[config.mk]
export PLATFORM = sky130hd
export DESIGN_NAME = intr_csr_ctrl_flat
export DESIGN_NICKNAME = d
export VERILOG_FILES = /design/src/rtl/csr_pkg.sv /design/src/rtl/intr_csr_ctrl_if.sv /design/src/rtl/intr_edge.sv /design/src/rtl/intr_csr_ctrl.sv /design/src/flat_wrapper.sv
export SDC_FILE = /design/constraint.sdc
export NUM_CORES = 1
export LEC_CHECK = 0
export BUFFER_PORTS_ARGS = -buffer_cell sky130_fd_sc_hd__buf_4
export CORE_MARGIN = 2
export CORE_UTILIZATION = 48
export CTS_CLUSTER_SIZE = 28
export DETAILED_ROUTE_END_ITERATION = 10
export PLACE_DENSITY_LB_ADDON = 0.2
export REMOVE_ABC_BUFFERS = 1
export SLEW_MARGIN = 10
export SYNTH_ARGS = -nofsm -noshare
export SYNTH_HDL_FRONTEND = slang
export SYNTH_SLANG_ARGS = --single-unit
[constraint.sdc]
create_clock -name CLK -period 4.5 [get_ports CLK]
set_clock_uncertainty 0.2 [all_clocks]
set_input_delay 1.35 -clock CLK [delete_from_list [all_inputs] [get_ports CLK]]
set_output_delay 1.35 -clock CLK [all_outputs]
set_load 0.01 [all_outputs]
[src/rtl/csr_pkg.sv]
// csr_pkg: shared constants and types for the machine-mode trap controller.
//   - CSR addresses (mstatus/mtvec/mepc/mcause)
//   - mcause value written on external-interrupt trap entry
//   - MIE/MPIE bit positions inside mstatus
//   - PC-source select encodings (0..5; 4 = MTVEC, 5 = MEPC)
//   - trap FSM state enum
package csr_pkg;

    localparam logic [11:0] CSR_MSTATUS = 12'h300;
    localparam logic [11:0] CSR_MTVEC   = 12'h305;
    localparam logic [11:0] CSR_MEPC    = 12'h341;
    localparam logic [11:0] CSR_MCAUSE  = 12'h342;

    // Machine external interrupt cause (interrupt bit set, code 11).
    localparam logic [31:0] MCAUSE_MEXT = 32'h8000_000B;

    localparam int MIE_BIT  = 3;
    localparam int MPIE_BIT = 7;

    // Word alignment mask for mtvec/mepc (low two bits always read 0).
    localparam logic [31:0] ALIGN_MASK = 32'hFFFF_FFFC;

    localparam logic [2:0] PC_SEL_NEXT  = 3'd0;
    localparam logic [2:0] PC_SEL_JALR  = 3'd1;
    localparam logic [2:0] PC_SEL_BRN   = 3'd2;
    localparam logic [2:0] PC_SEL_JAL   = 3'd3;
    localparam logic [2:0] PC_SEL_MTVEC = 3'd4;
    localparam logic [2:0] PC_SEL_MEPC  = 3'd5;

    typedef enum logic [1:0] {
        ST_IDLE = 2'd0,
        ST_TRAP = 2'd1,
        ST_RET  = 2'd2
    } trap_state_e;

endpackage

[src/rtl/intr_csr_ctrl_if.sv]
// intr_csr_ctrl_if: bundle between the control unit / CSR datapath (master)
// and the trap controller (slave).
//   master drives : INTR, INSTR_DONE, MRET, PC, PC_SEL_IN, CSR_WE, CSR_ADDR, CSR_WD
//   slave drives  : CSR_RD, PC_SEL, MTVEC, MEPC, INT_ACK, STATE (FSM debug view)
//
// Signalling: there is no valid/ready pair here. INSTR_DONE is a one-cycle
// strobe marking an instruction boundary; MRET is only meaningful in a cycle
// where INSTR_DONE is high. CSR_WE is a single-cycle write command that is
// always accepted (no back-pressure). INT_ACK and the PC_SEL override last
// exactly one cycle.
interface intr_csr_ctrl_if;
    import csr_pkg::*;

    logic        INTR;
    logic        INSTR_DONE;
    logic        MRET;
    logic [31:0] PC;
    logic [2:0]  PC_SEL_IN;
    logic        CSR_WE;
    logic [11:0] CSR_ADDR;
    logic [31:0] CSR_WD;
    logic [31:0] CSR_RD;
    logic [2:0]  PC_SEL;
    logic [31:0] MTVEC;
    logic [31:0] MEPC;
    logic        INT_ACK;
    trap_state_e STATE;

    modport master (
        output INTR, INSTR_DONE, MRET, PC, PC_SEL_IN, CSR_WE, CSR_ADDR, CSR_WD,
        input  CSR_RD, PC_SEL, MTVEC, MEPC, INT_ACK, STATE
    );

    modport slave (
        input  INTR, INSTR_DONE, MRET, PC, PC_SEL_IN, CSR_WE, CSR_ADDR, CSR_WD,
        output CSR_RD, PC_SEL, MTVEC, MEPC, INT_ACK, STATE
    );

endinterface

[src/rtl/intr_edge.sv]
// intr_edge: registers the external interrupt level and produces a one-cycle
// pulse on its rising edge.
// Configuration macro: INTR_SYNC_EN -- when defined, INTR first passes through
// a two-flop synchronizer (adds two cycles of latency).
// Ports:
//   clk_i   core clock
//   rst_i   asynchronous active-high reset
//   intr_i  raw interrupt level
//   pulse_o one-cycle rising-edge pulse
module intr_edge (
    input  logic clk_i,
    input  logic rst_i,
    input  logic intr_i,
    output logic pulse_o
);

    logic intr_src;
    logic intr_q;
    logic intr_prev_q;

`ifdef INTR_SYNC_EN
    logic sync1_q;
    logic sync2_q;

    always_ff @(posedge clk_i or posedge rst_i) begin
        if (rst_i) begin
            sync1_q <= 1'b0;
            sync2_q <= 1'b0;
        end else begin
            sync1_q <= intr_i;
            sync2_q <= sync1_q;
        end
    end

    assign intr_src = sync2_q;
`else
    assign intr_src = intr_i;
`endif

    always_ff @(posedge clk_i or posedge rst_i) begin
        if (rst_i) begin
            intr_q      <= 1'b0;
            intr_prev_q <= 1'b0;
        end else begin
            intr_q      <= intr_src;
            intr_prev_q <= intr_q;
        end
    end

    assign pulse_o = intr_q & ~intr_prev_q;

endmodule

[src/rtl/intr_csr_ctrl.sv]
// intr_csr_ctrl: machine-mode trap controller. Owns mstatus (MIE/MPIE), mtvec,
// mepc and mcause, latches the external interrupt as "pending", and overrides
// the PC-source select for one cycle on trap entry (MTVEC) or mret (MEPC).
// Configuration macro: INTR_SYNC_EN (see intr_edge).
// Parameters:
//   RESET_MTVEC  mtvec value after reset
// Ports:
//   CLK, RST     core clock, asynchronous active-high reset
//   bus (slave)  control/CSR/PC-mux signals, see intr_csr_ctrl_if
module intr_csr_ctrl
    import csr_pkg::*;
#(
    parameter logic [31:0] RESET_MTVEC = 32'h0000_0000
) (
    input  logic           CLK,
    input  logic           RST,
    intr_csr_ctrl_if.slave bus
);

    trap_state_e state_q, state_d;
    logic        mie_q, mie_d;
    logic        mpie_q, mpie_d;
    logic        pend_q, pend_d;
    logic [31:0] mtvec_q, mtvec_d;
    logic [31:0] mepc_q, mepc_d;
    logic [31:0] mcause_q, mcause_d;
    logic        intr_pulse;
    logic [2:0]  pc_sel;
    logic        int_ack;
    logic [31:0] csr_rd;

    intr_edge u_intr_edge (
        .clk_i   (CLK),
        .rst_i   (RST),
        .intr_i  (bus.INTR),
        .pulse_o (intr_pulse)
    );

    // FSM: state register
    always_ff @(posedge CLK or posedge RST) begin
        if (RST) state_q <= ST_IDLE;
        else     state_q <= state_d;
    end

    // FSM: next state. TRAP and RET last one cycle; an enabled pending
    // interrupt beats mret at the same boundary.
    always_comb begin
        state_d = ST_IDLE;
        if (state_q == ST_IDLE && bus.INSTR_DONE) begin
            if (pend_q && mie_q) state_d = ST_TRAP;
            else if (bus.MRET)   state_d = ST_RET;
        end
    end

    // FSM: outputs
    always_comb begin
        pc_sel  = bus.PC_SEL_IN;
        int_ack = 1'b0;
        case (state_q)
            ST_TRAP: begin
                pc_sel  = PC_SEL_MTVEC;
                int_ack = 1'b1;
            end
            ST_RET:  pc_sel = PC_SEL_MEPC;
            default: ;
        endcase
    end

    // CSR next state. Software writes are applied first so the FSM's trap/
    // return side effects override them for mstatus and mepc.
    always_comb begin
        mie_d    = mie_q;
        mpie_d   = mpie_q;
        mtvec_d  = mtvec_q;
        mepc_d   = mepc_q;
        mcause_d = mcause_q;

        if (bus.CSR_WE) begin
            case (bus.CSR_ADDR)
                CSR_MSTATUS: begin
                    mie_d  = bus.CSR_WD[MIE_BIT];
                    mpie_d = bus.CSR_WD[MPIE_BIT];
                end
                CSR_MTVEC: mtvec_d = bus.CSR_WD & ALIGN_MASK;
                CSR_MEPC:  mepc_d  = bus.CSR_WD & ALIGN_MASK;
                default: ;
            endcase
        end

        if (state_q == ST_TRAP) begin
            mepc_d   = bus.PC & ALIGN_MASK;
            mpie_d   = mie_q;
            mie_d    = 1'b0;
            mcause_d = MCAUSE_MEXT;
        end else if (state_q == ST_RET) begin
            mie_d  = mpie_q;
            mpie_d = 1'b1;
        end

        // A new edge in the trap cycle must not be lost.
        pend_d = (pend_q && state_q != ST_TRAP) || intr_pulse;
    end

    always_ff @(posedge CLK or posedge RST) begin
        if (RST) begin
            mie_q    <= 1'b0;
            mpie_q   <= 1'b0;
            pend_q   <= 1'b0;
            mtvec_q  <= RESET_MTVEC & ALIGN_MASK;
            mepc_q   <= 32'h0;
            mcause_q <= 32'h0;
        end else begin
            mie_q    <= mie_d;
            mpie_q   <= mpie_d;
            pend_q   <= pend_d;
            mtvec_q  <= mtvec_d;
            mepc_q   <= mepc_d;
            mcause_q <= mcause_d;
        end
    end

    always_comb begin
        csr_rd = 32'h0;
        case (bus.CSR_ADDR)
            CSR_MSTATUS: begin
                csr_rd[MIE_BIT]  = mie_q;
                csr_rd[MPIE_BIT] = mpie_q;
            end
            CSR_MTVEC:  csr_rd = mtvec_q;
            CSR_MEPC:   csr_rd = mepc_q;
            CSR_MCAUSE: csr_rd = mcause_q;
            default: ;
        endcase
    end

    assign bus.CSR_RD  = csr_rd;
    assign bus.PC_SEL  = pc_sel;
    assign bus.INT_ACK = int_ack;
    assign bus.MTVEC   = mtvec_q;
    assign bus.MEPC    = mepc_q;
    assign bus.STATE   = state_q;

endmodule

[src/flat_wrapper.sv]
// flat-port wrapper written by rule: the top's interface ports become plain ports
module intr_csr_ctrl_flat import csr_pkg::*;
#(
    parameter logic [31:0] RESET_MTVEC = 32'h0000_0000
)
  (CLK, RST, bus_INTR, bus_INSTR_DONE, bus_MRET, bus_PC, bus_PC_SEL_IN, bus_CSR_WE, bus_CSR_ADDR, bus_CSR_WD, bus_CSR_RD, bus_PC_SEL, bus_MTVEC, bus_MEPC, bus_INT_ACK, bus_STATE);
  intr_csr_ctrl_if bus_i ();
  input  logic CLK;
  input  logic RST;
  input wire logic [$bits(bus_i.INTR)-1:0] bus_INTR;
  input wire logic [$bits(bus_i.INSTR_DONE)-1:0] bus_INSTR_DONE;
  input wire logic [$bits(bus_i.MRET)-1:0] bus_MRET;
  input wire logic [$bits(bus_i.PC)-1:0] bus_PC;
  input wire logic [$bits(bus_i.PC_SEL_IN)-1:0] bus_PC_SEL_IN;
  input wire logic [$bits(bus_i.CSR_WE)-1:0] bus_CSR_WE;
  input wire logic [$bits(bus_i.CSR_ADDR)-1:0] bus_CSR_ADDR;
  input wire logic [$bits(bus_i.CSR_WD)-1:0] bus_CSR_WD;
  output wire logic [$bits(bus_i.CSR_RD)-1:0] bus_CSR_RD;
  output wire logic [$bits(bus_i.PC_SEL)-1:0] bus_PC_SEL;
  output wire logic [$bits(bus_i.MTVEC)-1:0] bus_MTVEC;
  output wire logic [$bits(bus_i.MEPC)-1:0] bus_MEPC;
  output wire logic [$bits(bus_i.INT_ACK)-1:0] bus_INT_ACK;
  output wire logic [$bits(bus_i.STATE)-1:0] bus_STATE;
  assign bus_i.INTR = bus_INTR;
  assign bus_i.INSTR_DONE = bus_INSTR_DONE;
  assign bus_i.MRET = bus_MRET;
  assign bus_i.PC = bus_PC;
  assign bus_i.PC_SEL_IN = bus_PC_SEL_IN;
  assign bus_i.CSR_WE = bus_CSR_WE;
  assign bus_i.CSR_ADDR = bus_CSR_ADDR;
  assign bus_i.CSR_WD = bus_CSR_WD;
  assign bus_CSR_RD = bus_i.CSR_RD;
  assign bus_PC_SEL = bus_i.PC_SEL;
  assign bus_MTVEC = bus_i.MTVEC;
  assign bus_MEPC = bus_i.MEPC;
  assign bus_INT_ACK = bus_i.INT_ACK;
  assign bus_STATE = bus_i.STATE;
  intr_csr_ctrl #(.RESET_MTVEC(RESET_MTVEC)) u_core (.CLK(CLK), .RST(RST), .bus(bus_i));
endmodule
; Word level (Yosys, flattened, before mapping)
; Cells that the tools add are included.
[classes]
add_sub_neg = 0
n_mul = 0
div_mod_pow = 0
n_lt_le_gt_ge = 0
n_eq_ne = 7
shift = 0
muxes = 21
bitwise_logic = 2
n_reduce_logical = 12
[op_table]
columns = cell, count
row1 = 32-bit 2-to-1 mux, 3
row2 = 24-bit one-hot mux with 3 select lines, 1
row3 = 12-bit by 10-bit == test with 1-bit output (second input constant), 4
row4 = 3-bit one-hot mux with 2 select lines, 2
row5 = 1-bit 2-to-1 mux, 9
row6 = 3-bit one-hot mux with 3 select lines, 1
row7 = 2-bit 2-to-1 mux, 3
row8 = 2-bit AND reduction, 3
row9 = 3-bit nonzero test, 2
row10 = 1-bit one-hot mux with 4 select lines, 1
row11 = 2-bit nonzero test, 2
row12 = 1-bit logical AND, 3
row13 = 1-bit one-hot mux with 3 select lines, 1
row14 = 2-bit by 1-bit == test with 1-bit output (second input constant), 1
row15 = 2-bit == test (second input constant), 1
row16 = 2-bit zero test, 1
row17 = 2-bit by 1-bit != test with 1-bit output (second input constant), 1
row18 = 1-bit AND, 1
row19 = 1-bit logical OR, 1
row20 = 1-bit NOT, 1
[word_totals]
ff_bits = 70
latch_bits = 0
ram_bits = 0
rom_bits = 0
in_bits = 85
out_inout_bits = 102
wordCells = 51
mem_count = 0

; Logic depth before layout (Yosys ltp)
[logic_depth]
depth_word = 5
depth_mapped = 6
depth_no_buf = 5

; Hierarchy
; From an unflattened synthesis, not the netlist that was laid out.
[hier_totals]
hier_cells = 287
area_unflattened_um2 = 3507.1
[modules_own_cells]
columns = mod, instances, cells_per_inst, area_per_inst_um2, seq_area_each_um2
row1 = intr_csr_ctrl, 1, 283, 3439.5, 1651.6
row2 = intr_edge, 1, 4, 67.6, 50.0

; Worst setup path before layout
; OpenSTA, ideal clock, no wires.
[synth_timing]
path_type = in2out
startpoint = in bus_CSR_ADDR[5]
endpoint = out bus_CSR_RD[14]
t_arrival_ns = 2.418
t_required_ns = 2.950
path_slack_ns = 0.532
cell_stages = 6
path_buffers = 2
path_cell_list = nor4b_4 nand2_1 nor2b_1 buf_4 buf_4 a22o_1
[synth_via]
elab_chain_cells = 2
elab_cells_between_ends = 4
classes_between = eq/ne (3) / mux (1)
[synth_lines]
columns = element, line
row1 = start: declaration, flat_wrapper.sv:16  ; input wire logic [$bits(bus_i.CSR_ADDR)-1:0] bus_CSR_ADDR;
row2 = 12-bit by 10-bit == test with 1-bit output, intr_csr_ctrl.sv:124  ; case (bus.CSR_ADDR)
row3 = 24-bit one-hot mux with 3 select lines *, intr_csr_ctrl.sv:124
row4 = end: declaration, flat_wrapper.sv:18  ; output wire logic [$bits(bus_i.CSR_RD)-1:0] bus_CSR_RD;
; Mark *: on every way between the ends. The rest lies on a longest branch, timed or not.

; Worst setup path in the final report
[layout_timing]
startpoint = in bus_CSR_ADDR[5]
endpoint = out bus_CSR_RD[27]
; The elaborated chain is that of the path after synthesis.

==> impl_metrics.env <==
export IMPL_outcome="finished clean"
export IMPL_path_cells="buf_4, nor4b_4, nand2_1, nor2b_2, buf_4, a22o_1, buf_4"
export IMPL_finalCriticalPeriod_ns=4.31
export IMPL_ant_nets=0
export IMPL_post_cts_setup_buffers=0
export IMPL_core_sq_um=6870
export IMPL_grt_busiest_layer="met2"
export IMPL_hold_path_class="register to register"
export IMPL_cts_root_buf="clkbuf_8"
export IMPL_cts_sinks=68
export IMPL_cts_buffers=9
export IMPL_clk_latency_ns=0.33
export IMPL_drt_iter0_drc=107
export IMPL_diodes=0
export IMPL_crit_path_start_kind="input port"
export IMPL_fmaxAchievable_ghz=0.232
export IMPL_synth_top_cell_area_share_pct=49.4
export IMPL_synth_cell_types=31
export IMPL_end_kind="output pin"
export IMPL_hp_start="u_core.u_intr_edge.intr_q$_DFF_PP0_"
export IMPL_finalSetupViolCount=0
export IMPL_layout_setup_ws_ns=0.186
export IMPL_grt_overflow=0
export IMPL_crit_family="simple AND/OR/NAND/NOR gates"
export IMPL_syn_to_final_growth_pct=46.4
export IMPL_drtPass1Iterations=4
export IMPL_post_cts_resized=0
export IMPL_syn_cell_area_sq_um=3440
export IMPL_wirelength_um=9320
export IMPL_critPathSlowestCell="nor4b_4"
export IMPL_rsz0062_at_grt="no"
export IMPL_setup_tns_final_ns=0
export IMPL_placed_cells=551
export IMPL_grt_pass1_wl_um=14000
export IMPL_yosysWarnings=0
export IMPL_met2_usage_pct=38.3
export IMPL_antenna_found_initial=0
export IMPL_rows=30
export IMPL_worstPathMaxFanout=17
export IMPL_cellLeakagePower_uw=0.00281
export IMPL_required_ns=2.95
export IMPL_synthesis_instances=288
export IMPL_critPathKind="input port to output pin"
export IMPL_fin_util_pct=73.4
export IMPL_maxSlewViolCount=0
export IMPL_yosysSeqAreaShare_pct=49.4
export IMPL_drc=0
export IMPL_hold_buffers=0
export IMPL_io_pins=187
export IMPL_instances_no_fill=567
export IMPL_met3_usage_pct=5.04
export IMPL_nNetsFinal=554
export IMPL_wl_per_cell_um=16.4
export IMPL_maxCapViolCount=0
export IMPL_gp_congestion=0.893
export IMPL_die_h_um=88.7
export IMPL_io_buffers=178
export IMPL_ys_ff_latch=68
export IMPL_holdWs_ns=0.177
export IMPL_crit_path_max_incr_delay_ns=0.38
export IMPL_post_place_ws_ns=0.216
export IMPL_critPathBufInv=3
export IMPL_grtUsageMet1_pct=30.2
export IMPL_rr_startpoint="u_core.bus.STATE[1]$_DFF_PP0_"
export IMPL_dp_hpwl_um=6770
export IMPL_h_tree_depth=3
export IMPL_die_w_um=88.7
export IMPL_avgSynthCellArea_sq_um=12.0
export IMPL_synth_area_leader_cell="dfrtp_1"
export IMPL_drive_gt1_share_pct=51.8
export IMPL_nFillCells=514
export IMPL_p_per_area_nw_per_um2=395
export IMPL_cts_clk_slew_worst_paths_ns=0.08
export IMPL_arrival_ns=2.76
export IMPL_cp_common_cell="buf_4"
export IMPL_tritoncts="built"
export IMPL_num_vias=2963
export IMPL_grt_pass1_vias=2845
export IMPL_hold_violations=0
export IMPL_groute_usage_overall_pct=23.4
export IMPL_startpoint="bus_CSR_ADDR[5]"
export IMPL_initial_utilization_pct=50.1
export IMPL_viasPerCell=5.23
export IMPL_vdd_drop_max_mv=0.233
export IMPL_die_area_sq_um=7860
export IMPL_tightest_slew_ns=0.649
export IMPL_clock_path_buffers=2
export IMPL_grt_max_degree=67
export IMPL_slew_headroom_pct=56.8
export IMPL_synth_area_leaders="dfrtp_1 49%, mux2_4 13%, mux2i_1 9.0%"
export IMPL_min_period_over_period_pct=95.9
cell usage in the layout, fill, tap and decap left out, types with 2 or more instances in the layout:
| cell | synthesis | routed |
|---|---|---|
| buf_4 | 8 | 188 |
| dfrtp_1 | 68 | 68 |
| nand2_1 | 35 | 35 |
| mux2i_1 | 31 | 31 |
| mux2_4 | 30 | 30 |
| a22o_1 | 27 | 27 |
| o21ai_1 | 21 | 21 |
| o21ai_0 | 10 | 10 |
| clkbuf_8 | 0 | 9 |
| inv_1 | 6 | 5 |
| nor3_1 | 4 | 4 |
| conb_1 | 1 | 4 |
| nand4_1 | 3 | 3 |
| nor2_1 | 3 | 3 |
| a21oi_1 | 3 | 3 |
| clkinvlp_4 | 0 | 3 |
| nor4b_4 | 2 | 2 |
| a22oi_1 | 2 | 2 |
| a31oi_1 | 2 | 2 |
| mux2_2 | 2 | 2 |
| or2_2 | 2 | 2 |
| ha_1 | 3 | 2 |
sequential cells by signal, summed over array words and instances, names as in the netlist:
register                        flops
u_core.pend_q                       1
u_core.u_intr_edge.intr_q           1
u_core.bus.MEPC                    30
u_core.bus.STATE                    2
u_core.mpie_q                       1
u_core.mcause_q                     1
u_core.mie_q                        1
u_core.bus.MTVEC                   30
u_core.u_intr_edge.intr_prev_q      1
where the power goes:
group	internal, uW	switching [uW]	leakage (uW)
registers	753	119	0.000891
logic	321	294	0.00183
clock network	258	245	0.0000918
total	1330	658	0.00281
layout make-up:
type / instances / area [sq um] / share of cell area, %
timing repair buffer: 188 / 1410 / 28.0
multi-input combinational: 193 / 1580 / 31.4
clock buffer: 9 / 124 / 2.46
tap: 96 / 120 / 2.38
inverter: 6 / 22.5 / 0.447
clock inverter: 7 / 75.1 / 1.49
sequential: 68 / 1700 / 33.8
path summary, 6_finish.rpt:
check                                                           endpoint  slack, ns  depth (start not counted)
worst max-delay path                                      bus_CSR_RD[27]       0.19                          7
worst min register to register  u_core.u_intr_edge.intr_prev_q$_DFF_PP0_       0.18                          0
worst max register to register                 u_core.mpie_q$_DFFE_PP0P_       2.34                          6
worst min-delay path            u_core.u_intr_edge.intr_prev_q$_DFF_PP0_       0.18                          0
min in group asynchronous                u_core.bus.MEPC[30]$_DFFE_PP0P_       0.73                          2
max in group asynchronous               u_core.bus.MTVEC[18]$_DFFE_PP0P_       2.71                          3
through the flow:
stage | instance area (sq um) | total power, uW
2_1_floorplan | 3300 | 1150
3_3_place_gp | 4840 | 1470
3_5_place_dp | 4840 | 1500
4_1_cts | 5040 | 2000
5_1_grt | 5040 | 2120
6_report | 5040 | 1990
metal layers:
layer	share of wire, %	vias up
met1	42	1427
met3	7.4	14
met5	0	-
li1	-	1389
met2	49	133
met4	1.8	0
synth_stat cells (all sizes together):
library cell  count
or2               2
nand3             1
o41ai             1
nand4             3
nor4              1
nor2              3
and4bb            1
clkbuf            7
ha                3
and3              1
a22o             27
a221o             1
o21ai            31
nor2b             2
a21oi             3
a22oi             2
mux2             32
nand2            35
o22ai             1
mux2i            31
inv               6
nor3              4
buf              17
nor4b             2
conb              1
a31oi             2
dfrtp            68
kinds of logic (layout without fill, tap and decap cells):
kind of cell    Yosys count  after routing  synth area share [%]
flops                    68             68                  49.4
buf+inv                  30            210                  5.02
simple gates             55             55                  8.25
other cells               1              4                 0.109
fa+ha+maj                 3              3                  1.09
compound gates           68             68                  13.3
mux                      63             63                  22.8
worst reg2reg max path: stages, from the launching register on:
cell and delay (ns):
dfrtp_1 0.40, inv_1 0.09, ha_2 0.21, buf_4 0.51
nor3_1 0.17, nor2_1 0.14, mux2_2 0.33
(Power assumes the default switching activity.)
